<file path="src/rtl/mem_arbiter.sv">
`default_nettype none
// ---------------------------------------------------------------------------
// mem_arbiter : I/D cache line arbiter with one-entry write-back buffer. Rev 1.0
// ---------------------------------------------------------------------------
module mem_arbiter #(
  parameter int LADDR_BITS = 16,
  parameter int LINE_BITS  = 128
) (
  input  logic                  clk,
  input  logic                  rst,
  input  logic                  Ic_mem_req,
  input  logic [LADDR_BITS-1:0] Ic_mem_addr,
  output logic [LINE_BITS-1:0]  F_mem_inst,
  output logic                  F_mem_valid,
  input  logic                  Dc_mem_req,
  input  logic [LADDR_BITS-1:0] Dc_mem_addr,
  output logic [LINE_BITS-1:0]  MEM_data_line,
  output logic                  MEM_mem_valid,
  input  logic                  Dc_wb_we,
  input  logic [LADDR_BITS-1:0] Dc_wb_addr,
  input  logic [LINE_BITS-1:0]  Dc_wb_wline,
  output logic                  Arb_mem_req,
  output logic                  Arb_mem_we,
  output logic [LADDR_BITS-1:0] Arb_mem_addr,
  output logic [LINE_BITS-1:0]  Arb_mem_wline,
  input  logic [LINE_BITS-1:0]  Arb_mem_rline,
  input  logic                  Arb_mem_valid,
  output logic                  Arb_wb_overflow
);

  typedef enum logic [1:0] {
    IDLE = 2'd0,
    WB   = 2'd1,
    RD_I = 2'd2,
    RD_D = 2'd3
  } state_t;

  state_t                  state, state_nxt;
  logic                    buf_valid;
  logic [LADDR_BITS-1:0]   buf_addr;
  logic [LINE_BITS-1:0]    buf_line;
  logic                    last_i;
  logic                    ir, dr, grant_i, grant_d, grant_wb, drain;

  always_comb begin
    state_nxt = state;
    grant_i   = 1'b0;
    grant_d   = 1'b0;
    grant_wb  = 1'b0;
    // A client whose valid is high this cycle is still holding its old request.
    ir        = Ic_mem_req & ~F_mem_valid;
    dr        = Dc_mem_req & ~MEM_mem_valid;
    drain     = (state == WB) & Arb_mem_valid;
    case (state)
      IDLE: begin
        if (buf_valid) begin
          grant_wb  = 1'b1;
          state_nxt = WB;
        end else if (!Dc_wb_we) begin
          // An incoming write-back blocks reads until it has been drained.
          grant_i = ir & (~dr | ~last_i);
          grant_d = dr & ~grant_i;
          if (grant_i)      state_nxt = RD_I;
          else if (grant_d) state_nxt = RD_D;
        end
      end
      default: if (Arb_mem_valid) state_nxt = IDLE;
    endcase
  end

  assign Arb_mem_req = (state != IDLE);
  assign Arb_mem_we  = (state == WB);

  always_ff @(posedge clk or posedge rst) begin
    if (rst) begin
      state           <= IDLE;
      buf_valid       <= 1'b0;
      buf_addr        <= '0;
      buf_line        <= '0;
      last_i          <= 1'b0;
      Arb_mem_addr    <= '0;
      Arb_mem_wline   <= '0;
      F_mem_inst      <= '0;
      F_mem_valid     <= 1'b0;
      MEM_data_line   <= '0;
      MEM_mem_valid   <= 1'b0;
      Arb_wb_overflow <= 1'b0;
    end else begin
      state <= state_nxt;
      if (grant_wb) begin
        Arb_mem_addr  <= buf_addr;
        Arb_mem_wline <= buf_line;
      end else if (grant_i) begin
        Arb_mem_addr <= Ic_mem_addr;
        last_i       <= 1'b1;
      end else if (grant_d) begin
        Arb_mem_addr <= Dc_mem_addr;
        last_i       <= 1'b0;
      end
      if (Dc_wb_we) begin
        if (!buf_valid || drain) begin
          buf_valid <= 1'b1;
          buf_addr  <= Dc_wb_addr;
          buf_line  <= Dc_wb_wline;
        end else begin
          Arb_wb_overflow <= 1'b1;
        end
      end else if (drain) begin
        buf_valid <= 1'b0;
      end
      F_mem_valid   <= (state == RD_I) & Arb_mem_valid;
      MEM_mem_valid <= (state == RD_D) & Arb_mem_valid;
      if ((state == RD_I) && Arb_mem_valid) F_mem_inst    <= Arb_mem_rline;
      if ((state == RD_D) && Arb_mem_valid) MEM_data_line <= Arb_mem_rline;
    end
  end

endmodule
`default_nettype wire

</file>
<file path="config.mk">
export PLATFORM = sky130hd
export DESIGN_NAME = mem_arbiter
export DESIGN_NICKNAME = d
export VERILOG_FILES = /design/src/rtl/mem_arbiter.sv
export SDC_FILE = /design/constraint.sdc
export NUM_CORES = 1
export LEC_CHECK = 0
export ABC_AREA = 1
export CAP_MARGIN = 20
export CORE_AREA = 2 2 279 281
export CTS_BUF_LIST = sky130_fd_sc_hd__clkbuf_4
export CTS_CLUSTER_SIZE = 16
export DETAILED_ROUTE_END_ITERATION = 7
export DIE_AREA = 0 0 281 283
export DONT_BUFFER_PORTS = 1
export PLACE_DENSITY = 0.49
export SLEW_MARGIN = 15
export SYNTH_ARGS = -nofsm -noshare
export SYNTH_HDL_FRONTEND = slang
export SYNTH_SLANG_ARGS = --single-unit
</file>
<file path="constraint.sdc">
create_clock -name clk -period 20.9 [get_ports clk]
set_clock_uncertainty 0.1 [all_clocks]
set_input_delay 4.18 -clock clk [delete_from_list [all_inputs] [get_ports clk]]
set_output_delay 4.18 -clock clk [all_outputs]
set_load 0.02 [all_outputs]
</file>
==> reports/qor.csv <==
stage,metric,value,unit
run_status,status,"complete, no violations",
synthesis,syn-num-nets,2575,
setup_path,r2r-end,MEM_data_line[70]$_DFFE_PP0P_,
setup_path,crit_chain,inv_8 > buf_4 > buf_4 > buf_4,
clock_tree,cts.sinks,551,
sta,fin_crit_sh,29.73,%
synthesis,syn_area,21030,µm²
grt,grt_pass1_wl,98.90,mm
synthesis,synth-seq-cells,551,
synthesis,synth_top_area_cell,dfrtp_1,
clock_tree,clk_latency,0.99,ns
synthesis,syn_avg_cell_area,9.283,µm²
pwr,p_leak,0.01246,µW
floorplanning,start_util,27.41,%
pwr,vdd_ir_drop_max,0.07960,mV
sta,timing.final.ws_setup,14.69,ns
hold_path,min_path_type,reg2reg,
synthesis,synth.top_cells.by_area,"dfrtp_1 (66%), nand2_1 (14%), o21ai_1 (5.7%)",
setup_path,worstReg2RegStart,state[0]$_DFFE_PP0P_,
sta,setup_viol,0,
synthesis,synth_compound_area_share,9.700,%
setup_path,reg2reg_depth,7,
final_layout,stdcell_area,24050,µm²
clock_tree,h-tree-depth,4,
job,max_cap_viol_count,0,
synthesis,synth_top_family_by_area,simple AND/OR/NAND/NOR gates,
grt,antenna_found_initial,7,
synthesis,synthSimpleGateAreaFrac,17.82,%
clock_tree,cts_tree,built,
final_layout,fin_nets,2617,
sta,slew_headroom,23.21,%
setup_path,critical-path-max-stage-delay,0.74,ns
setup_path,crit_buf_inv,4,
floorplanning,die_w,281,µm
setup_path,reg2reg_slack,17.67,ns
setup_path,endpoint,F_mem_inst[124]$_DFFE_PP0P_,
sta,fin_setup_tns,0,ns
synthesis,synth_top_area_share,65.58,%
setup_path,worst_setup_path_start_kind,input port,
sta,tightest_slew,1.152,ns
drt,drt-pass1-iter-count,5,
final_layout,final_cell_mix,"nand2_1 (760), dfrtp_1 (551), o21ai_1 (240)",
setup_path,worst_path_most_repeated_cell,buf_4,
drt,num_vias,15530,
synthesis,synth_mux_area_share,0,%
drt,drtIter0Drc,1034,
synthesis,synth_cells,2265,
pwr,p_per_area,176.8,nW/µm²
sta,min_period,6.214,ns
setup_path,cp_data_required_time,21.78,ns
grt,grt_remaining_overflow,0,
drt,drc_errors,0,
synthesis,synthAdderAreaFrac,0,%
setup_path,cp.depth,4,
drt,route.antenna.remaining_nets,0,
setup_path,crit_arrival,7.09,ns
clock_tree,post_cts_resized,0,
clock_tree,cts_setup_buffers,0,
final_layout,drive_gt1_share,11.61,%
placed_design,portBuffers,0,
pwr,power,4252,µW
sta,rsz0062_at_grt,false,
setup_path,crit_path_top_delay_cell,buf_4,
floorplanning,rows,102,
floorplanning,ioPinCount,715,
clock_tree,path_clk_slew,0.06,ns
drt,finalWirelength,66.82,mm
clock_tree,ctsRootBufferMaster,clkbuf_4,
placed_design,hpwl,46.17,mm
clock_tree,cts_hold_buf,0,
sta,whs,0.3541,ns
clock_tree,clockBufferDepth,3,
floorplanning,die_y,283,µm
setup_path,crit_start,rst,
final_layout,syn_to_final_growth,14.41,%
grt,grt_use_total,16.43,%
synthesis,ys_seq_area_share,65.58,%
grt,grt_pass1_vias,15440,
placed_design,gp_congestion,0.9276,
synthesis,ys_types,20,
setup_path,path_delay_family,buffers and inverters,
sta,max_freq,160.9,MHz
setup_path,path_max_fanout,124,
sta,slew_violations,0,
placed_design,placed_cell_area,21930,µm²
floorplanning,die_area,79520,µm²
grt,grt_max_degree,181,
floorplanning,core,76700,µm²
synthesis,yosysWarnings,0,
final_layout,layout_commonest_cell,nand2_1,
sta,hold_violations,0,
placed_design,post-place-ws,13.54,ns
clock_tree,numCtsBuffers,155,
setup_path,critPathCaptureType,asynchronous set/reset pin,
setup_path,crit_type,in2async,
drt,wl_per_cell,19.25,µm
synthesis,synthXorXnorAreaFrac,0,%
drt,viasPerCell,4.475,
[through the flow]
step | utilization [%] | instances
after detailed placement | 28.59 | 3189
after CTS | 31.29 | 3459
final | 31.36 | 3471
after global placement | 28.59 | 3189
after floorplan | - | 2265
after global routing | 31.36 | 3470
[kinds of logic after synthesis]
| kind of cell | count (synthesis) |
|---|---|
| flops | 551 |
| simple gates | 949 |
| buf+inv | 366 |
| compound gates | 399 |
[state kept, by name (all words and copies together), names as in the netlist, 2 cells and up]
name,cells
Arb_mem_addr,16
Arb_mem_wline,128
F_mem_inst,128
MEM_data_line,128
buf_addr,16
buf_line,128
state,2
[where the power goes]
part	leakage [µW]	total [µW]	internal [µW]	switching, µW
sequential	0.00679	2410	1560	854
clock	0.00122	1050	576	471
combinational	0.00445	791	275	516
total	0.0125	4250	2410	1840
[Yosys cell counts (all sizes together)]
library cell / n
o21ai: 320
dfrtp: 551
buf: 78
nand3: 117
inv: 235
nand2: 763
clkbuf: 53
nor3: 2
o21bai: 17
nand3b: 1
a21oi: 62
nor2: 66
[metal layers]
metal | share of wire, % | global-route usage [%]
met1 | 39 | 19.57
met2 | 48 | 26.05
met3 | 8.8 | 5.921
met4 | 4.0 | 8.356
met5 | 0 | 0
[worst min-delay path by stage]
stage                                          from                        endpoint  slack [ns]  depth (start not counted)
after CTS                  buf_line[88]$_DFFE_PP0P_   Arb_mem_wline[88]$_DFFE_PP0P_        0.35                          2
final                     buf_line[105]$_DFFE_PP0P_  Arb_mem_wline[105]$_DFFE_PP0P_        0.35                          2
after global routing       buf_line[73]$_DFFE_PP0P_   Arb_mem_wline[73]$_DFFE_PP0P_        0.39                          2
after global placement    buf_line[102]$_DFFE_PP0P_  Arb_mem_wline[102]$_DFFE_PP0P_        0.35                          2
after detailed placement   buf_line[61]$_DFFE_PP0P_   Arb_mem_wline[61]$_DFFE_PP0P_        0.35                          2
after floorplan           buf_line[100]$_DFFE_PP0P_  Arb_mem_wline[100]$_DFFE_PP0P_        0.34                          2
[cell type report]
type                    count  area [µm²]
clock buffers             229        1719
flip-flops and latches    551       13790
fillers                  8085       52650
inverters                 235       899.6
multi-input cells        1348        5814
diodes                     11       27.53
well taps                1040        1301
clock inverters            41       351.6
repair buffers             16       152.6
[worst min-delay path, cell delays in order, from the launching register on]
cell and delay, ns:
dfrtp_1 0.34, nand2_1 0.05, nand2_1 0.04
(Power assumes the default switching activity.)
